--- config.mk ---
export PLATFORM = sky130hd
export DESIGN_NAME = tx_debounce_pulser
export DESIGN_NICKNAME = d
export VERILOG_FILES = /design/src/rtl/tx_pulser_pkg.sv /design/src/rtl/tx_pulser_channel.sv /design/src/rtl/tx_debounce_pulser.sv
export SDC_FILE = /design/constraint.sdc
export NUM_CORES = 1
export LEC_CHECK = 0
export CAP_MARGIN = 5
export CORE_MARGIN = 3
export CORE_UTILIZATION = 60
export DETAILED_ROUTE_END_ITERATION = 8
export PLACE_DENSITY = 0.8
export SYNTH_ARGS = -nofsm -noshare
export SYNTH_HDL_FRONTEND = slang
export SYNTH_SLANG_ARGS = --single-unit
--- constraint.sdc ---
create_clock -name clk -period 2.4 [get_ports clk]
set_input_delay 0.24 -clock clk [delete_from_list [all_inputs] [get_ports clk]]
set_output_delay 0.24 -clock clk [all_outputs]
set_load 0.01 [all_outputs]
--- src/rtl/tx_pulser_pkg.sv ---
// Shared types, defaults and sizing helper for the multi-channel key pulser.
package tx_pulser_pkg;

    typedef enum logic {
        CH_IDLE = 1'b0,
        CH_HELD = 1'b1
    } ch_state_t;

    localparam int unsigned DEF_CHANNELS        = 4;
    localparam int unsigned DEF_SYNC_STAGES     = 2;
    localparam int unsigned DEF_DEBOUNCE_CYCLES = 1000;
    localparam int unsigned DEF_REPEAT_DELAY    = 500000;
    localparam int unsigned DEF_REPEAT_PERIOD   = 100000;

    function automatic int cnt_width(input int n);
        return $clog2(n + 1);
    endfunction

endpackage

--- src/rtl/tx_pulser_channel.sv ---
// One key: synchroniser, debounce counter, idle/held FSM, optional auto-repeat (TX_PULSER_AUTOREPEAT_EN).
// Latency: press steady -> pulse_out after SYNC_STAGES+DEBOUNCE_CYCLES edges; no backpressure, strobes are fire-and-forget.
module tx_pulser_channel
    import tx_pulser_pkg::*;
#(
    parameter int unsigned SYNC_STAGES     = DEF_SYNC_STAGES,
    parameter int unsigned DEBOUNCE_CYCLES = DEF_DEBOUNCE_CYCLES,
    parameter int unsigned REPEAT_DELAY    = DEF_REPEAT_DELAY,
    parameter int unsigned REPEAT_PERIOD   = DEF_REPEAT_PERIOD
) (
    input  logic clk,
    input  logic reset_n,
    input  logic key_n,
    output logic pulse_nxt,
    output logic pulse_out,
    output logic key_held
);

    localparam int CW = cnt_width(DEBOUNCE_CYCLES);
    localparam logic [CW-1:0] CNT_LAST = CW'(DEBOUNCE_CYCLES - 1);

    logic [SYNC_STAGES-1:0] sync_q, sync_d;
    logic [CW-1:0]          cnt_q, cnt_d;
    ch_state_t              state_q, state_d;
    logic                   pulse_q, pulse_d;
    logic                   differ;

`ifdef TX_PULSER_AUTOREPEAT_EN
    localparam int unsigned RPT_MAX = (REPEAT_DELAY > REPEAT_PERIOD) ? REPEAT_DELAY : REPEAT_PERIOD;
    localparam int RW = cnt_width(RPT_MAX);
    localparam logic [RW-1:0] RPT_DELAY_LAST  = RW'(REPEAT_DELAY - 1);
    localparam logic [RW-1:0] RPT_PERIOD_LAST = RW'(REPEAT_PERIOD - 1);

    logic [RW-1:0] rpt_q, rpt_d;
    logic          rpt_first_q, rpt_first_d;
`else
    logic unused_rpt_cfg;
    assign unused_rpt_cfg = (REPEAT_DELAY != REPEAT_PERIOD);
`endif

    // Sync flops preset to released so a key held through reset is seen as a fresh press.
    assign sync_d = {sync_q[SYNC_STAGES-2:0], key_n};
    assign differ = (~sync_q[SYNC_STAGES-1]) != (state_q == CH_HELD);

    always_comb begin
        state_d = state_q;
        cnt_d   = cnt_q;
        pulse_d = 1'b0;
        if (differ) begin
            if (cnt_q == CNT_LAST) begin
                cnt_d   = '0;
                state_d = (state_q == CH_HELD) ? CH_IDLE : CH_HELD;
                pulse_d = (state_q == CH_IDLE);
            end else begin
                cnt_d = cnt_q + CW'(1);
            end
        end else begin
            cnt_d = '0;
        end
`ifdef TX_PULSER_AUTOREPEAT_EN
        rpt_d       = rpt_q;
        rpt_first_d = rpt_first_q;
        // Repeats only while staying held; the release edge itself never pulses.
        if ((state_q == CH_HELD) && (state_d == CH_HELD)) begin
            if ((rpt_first_q && (rpt_q == RPT_DELAY_LAST)) ||
                (!rpt_first_q && (rpt_q == RPT_PERIOD_LAST))) begin
                pulse_d     = 1'b1;
                rpt_d       = '0;
                rpt_first_d = 1'b0;
            end else begin
                rpt_d = rpt_q + RW'(1);
            end
        end else begin
            rpt_d       = '0;
            rpt_first_d = 1'b1;
        end
`endif
    end

    always_ff @(posedge clk or negedge reset_n) begin
        if (!reset_n) begin
            sync_q  <= '1;
            cnt_q   <= '0;
            state_q <= CH_IDLE;
            pulse_q <= 1'b0;
        end else begin
            sync_q  <= sync_d;
            cnt_q   <= cnt_d;
            state_q <= state_d;
            pulse_q <= pulse_d;
        end
    end

`ifdef TX_PULSER_AUTOREPEAT_EN
    always_ff @(posedge clk or negedge reset_n) begin
        if (!reset_n) begin
            rpt_q       <= '0;
            rpt_first_q <= 1'b1;
        end else begin
            rpt_q       <= rpt_d;
            rpt_first_q <= rpt_first_d;
        end
    end
`endif

    assign pulse_nxt = pulse_d;
    assign pulse_out = pulse_q;
    assign key_held  = (state_q == CH_HELD);

endmodule

--- src/rtl/tx_debounce_pulser.sv ---
// N-channel debounced key pulser for the tx control path; auto-repeat via TX_PULSER_AUTOREPEAT_EN.
// Latency: SYNC_STAGES+DEBOUNCE_CYCLES edges from steady press to strobe; no backpressure, strobes always emitted.
module tx_debounce_pulser
    import tx_pulser_pkg::*;
#(
    parameter int unsigned CHANNELS        = DEF_CHANNELS,
    parameter int unsigned SYNC_STAGES     = DEF_SYNC_STAGES,
    parameter int unsigned DEBOUNCE_CYCLES = DEF_DEBOUNCE_CYCLES,
    parameter int unsigned REPEAT_DELAY    = DEF_REPEAT_DELAY,
    parameter int unsigned REPEAT_PERIOD   = DEF_REPEAT_PERIOD
) (
    input  logic                clk,
    input  logic                reset_n,
    input  logic [CHANNELS-1:0] key_n,
    output logic [CHANNELS-1:0] pulse_out,
    output logic [CHANNELS-1:0] key_held,
    output logic                pulse_any
);

    logic [CHANNELS-1:0] pulse_nxt;
    logic                pulse_any_q, pulse_any_d;

    for (genvar i = 0; i < CHANNELS; i++) begin : g_ch
        tx_pulser_channel #(
            .SYNC_STAGES     (SYNC_STAGES),
            .DEBOUNCE_CYCLES (DEBOUNCE_CYCLES),
            .REPEAT_DELAY    (REPEAT_DELAY),
            .REPEAT_PERIOD   (REPEAT_PERIOD)
        ) u_ch (
            .clk       (clk),
            .reset_n   (reset_n),
            .key_n     (key_n[i]),
            .pulse_nxt (pulse_nxt[i]),
            .pulse_out (pulse_out[i]),
            .key_held  (key_held[i])
        );
    end

    // Built from the channels' next-state strobes so it lands on the same cycle as pulse_out.
    assign pulse_any_d = |pulse_nxt;

    always_ff @(posedge clk or negedge reset_n) begin
        if (!reset_n) begin
            pulse_any_q <= 1'b0;
        end else begin
            pulse_any_q <= pulse_any_d;
        end
    end

    assign pulse_any = pulse_any_q;

endmodule
==> impl_metrics.csv <==
group,metric,value,unit
global_route,grt_pass1_vias,1782,
clock_tree,worstSkewPairLatency,330,ps
sta,relSlewSlack,54.2,%
pwr,vdd_drop_max,0.617,mV
global_route,grt_util_all_layers,20.9,%
run_status,outcome,"completed",
global_route,grt_overflow,0,
pwr,p_per_area,681,nW/um2
sta,slew_viol_final,0,
logic_synthesis,synth_seq_cells,57,
sta,setup_viol,0,
job,cap_violations,0,
sta,tightestPinTransition,688,ps
critical_path,path_class,"reg -> reg",
clock_tree,post-cts-setup-buffer-count,0,
critical_path,arrival,1810,ps
pwr,leakage,1.25,nW
logic_synthesis,synth_edf_count,0,
logic_synthesis,synthSimpleGateAreaFrac,20.4,%
route,drc,0,
cells_and_area,stdcell_area,2930,um2
logic_synthesis,synthTopCellsByArea,"dfrtp_1 (47%), dfstp_2 (8.1%), xor2_1 (4.1%)",
die,start_util,63.5,%
global_route,grt_pass1_wl,8230,um
logic_synthesis,avgSynthCellArea,10.8,um2
critical_path,crit_required,2650,ps
placed_design,place.detailed.hpwl,2940,um
logic_synthesis,synth_cells,241,
route,wl_per_cell,14.4,um
cells_and_area,fillers,298,
sta,setup_tns,0,ps
die,rows,23,
logic_synthesis,synth_largest_area_cell,"dfrtp_1",
logic_synthesis,synthAdderAreaFrac,1.93,%
logic_synthesis,async_flop_share,100,%
route,firstDrtPassIters,4,
critical_path,path_max_fanout,4,
logic_synthesis,synth-compound-area-share,12.9,%
clock_tree,clkSinkCount,57,
placed_design,dpl_cell_area,2730,um2
sta,fmax,641,MHz
cells_and_area,antenna_cells,0,
clock_tree,path_clk_slew,70,ps
cells_and_area,fin_nets,267,
route,vias,1821,
cells_and_area,drive_gt1_share,12.6,%
clock_tree,cts_root_buf,"clkbuf_8",
sta,rsz0062_at_grt,"false",
cells_and_area,seq_area,1440,um2
cells_and_area,multi_input_area,1050,um2
clock_tree,h-tree-depth,3,
placed_design,gp_congestion,0.783,
logic_synthesis,synth.distinct_cells,35,
sta,hold_viol,0,
route,vias_per_cell,5.84,
clock_tree,cts_resized,0,
logic_synthesis,yosys.area_share.xor_xnor,5.40,%
clock_tree,cts_hold_buffers,0,
logic_synthesis,synth_top_cell_area_share,47.3,%
route,drt_iter0_drc,124,
clock_tree,cts_tree,"yes",
logic_synthesis,muxShareOfSynthArea,0,%
logic_synthesis,synth-main-ff-cell,"dfrtp_1",
logic_synthesis,synth_common_cells,"dfrtp_1 (49), nor2_1 (23), a21oi_1 (19)",
sta,fin_crit_sh,65.0,%
sta,fin_hold_ws,27.6,ps
placed_design,port_buffers,14,
die,die-area,5150,um2
route,finalWirelength,4500,um
critical_path,end_kind,"flip-flop",
die,core,4090,um2
route,ant_nets,0,
global_route,grt_max_degree,58,
die,die_y,71.8,um
die,ios,15,
cells_and_area,syn_to_final_growth,12.9,%
logic_synthesis,ys_seq_area_share,55.4,%
critical_path,worst_setup_path_start_kind,"flip-flop",
logic_synthesis,synth-warning-count,0,
sta,period_minus_slack,1560,ps
logic_synthesis,synth_top_family_by_area,"simple AND/OR/NAND/NOR gates",
global_route,antenna_found_initial,0,
clock_tree,cts-buffers-inserted,9,
worst_hold_path,holdCritPathClass,"in -> async",
logic_synthesis,yosysMostFrequentCell,"dfrtp_1",
die,die_w,71.8,um
sta,clock_skew,8.49,ps
logic_synthesis,syn_nets,251,
clock_tree,clockBufferDepth,2,
logic_synthesis,syn-cell-area,2590,um2
==> layout by cell type (no fill, tap or decap), types with 2 or more instances in the layout <==
cell	synthesis	final
xnor2_1	4	4
dfrtp_1	49	49
nand3_1	12	12
a41oi_1	3	3
nand3_2	3	3
clkinv_2	0	2
and4_1	2	2
ha_1	4	4
a21oi_1	19	19
o31ai_1	8	8
or4_1	5	5
inv_1	9	9
clkbuf_1	0	2
or3_1	15	15
and2_1	4	4
o21ai_0	14	14
a31o_2	2	2
nand2_1	9	9
a31oi_1	3	3
clkdlybuf4s50_1	0	13
clkbuf_8	0	11
dfstp_2	8	8
xor2_1	12	12
nor3b_1	2	2
nor2_1	23	23
nand4_1	10	10
==> metrics by stage <==
step	cells	utilization, %	worst slack, ps	power (W)
2_1_floorplan	241	-	975	0.00107
3_3_place_gp	296	66.8	923	0.00110
3_5_place_dp	296	66.8	841	0.00111
4_1_cts	312	71.7	819	0.00202
5_1_grt	312	71.7	721	0.00208
6_report	312	71.7	839	0.00199
==> final timing paths <==
path	from	endpoint	slack [ps]	cells past startpoint
min in group clk	key_n[0]	g_ch[0].u_ch.sync_q[0]$_DFF_PN1_	320	1
max	g_ch[2].u_ch.cnt_q[0]$_DFF_PN0_	pulse_any$_DFF_PN0_	840	4
min	reset_n	g_ch[3].u_ch.cnt_q[5]$_DFF_PN0_	30	2
min reg2reg	g_ch[0].u_ch.sync_q[0]$_DFF_PN1_	g_ch[0].u_ch.sync_q[1]$_DFF_PN1_	360	0
max in group asynchronous	reset_n	g_ch[2].u_ch.cnt_q[1]$_DFF_PN0_	1900	2
max reg2reg	g_ch[2].u_ch.cnt_q[0]$_DFF_PN0_	pulse_any$_DFF_PN0_	840	4
==> per-layer routing <==
layer | vias up | global-route usage, % | wire length [um]
li1 | 904 | - | -
met1 | 882 | 28.9 | 2170
met2 | 27 | 30.8 | 2100
met3 | 8 | 6.31 | 159
met4 | 0 | 8.77 | 61
met5 | - | 0 | 0
==> critical path: stages (launching register included) <==
cell and delay (ps):
dfrtp_1 380, ha_1 260, nand4b_2 200, or4b_1 540, o2111ai_1 110
==> layout make-up <==
class / instances / share of cell area [%]
flip-flops and latches: 57 / 49.0
multi-input cells: 165 / 36.0
clock buffers: 13 / 5.43
repair buffers: 15 / 4.87
well taps: 50 / 2.14
clock inverters: 3 / 1.37
inverters: 9 / 1.15
==> state kept, by name (all words and copies together), names as in the netlist <==
name,flops
g_ch.u_ch.cnt_q,40
g_ch.u_ch.pulse_out,4
g_ch.u_ch.sync_q,8
pulse_any,1
g_ch.u_ch.key_held,4
==> power breakdown <==
part | internal (W) | leakage (nW) | total, W | switching (W)
combinational | 0.0000288 | 0.385 | 0.0000791 | 0.0000503
clock | 0.000534 | 0.103 | 0.000905 | 0.000371
sequential | 0.000990 | 0.759 | 0.00101 | 0.0000210
==> cell families after synthesis <==
| group | count (synthesis) |
|---|---|
| AOI/OAI and AO/OA | 53 |
| xor gates and xnor gates | 16 |
| adders and majority gates | 4 |
| buffers and inverters | 19 |
| DFF | 57 |
| and+or+nand+nor | 92 |
(Power assumes the default switching activity.)
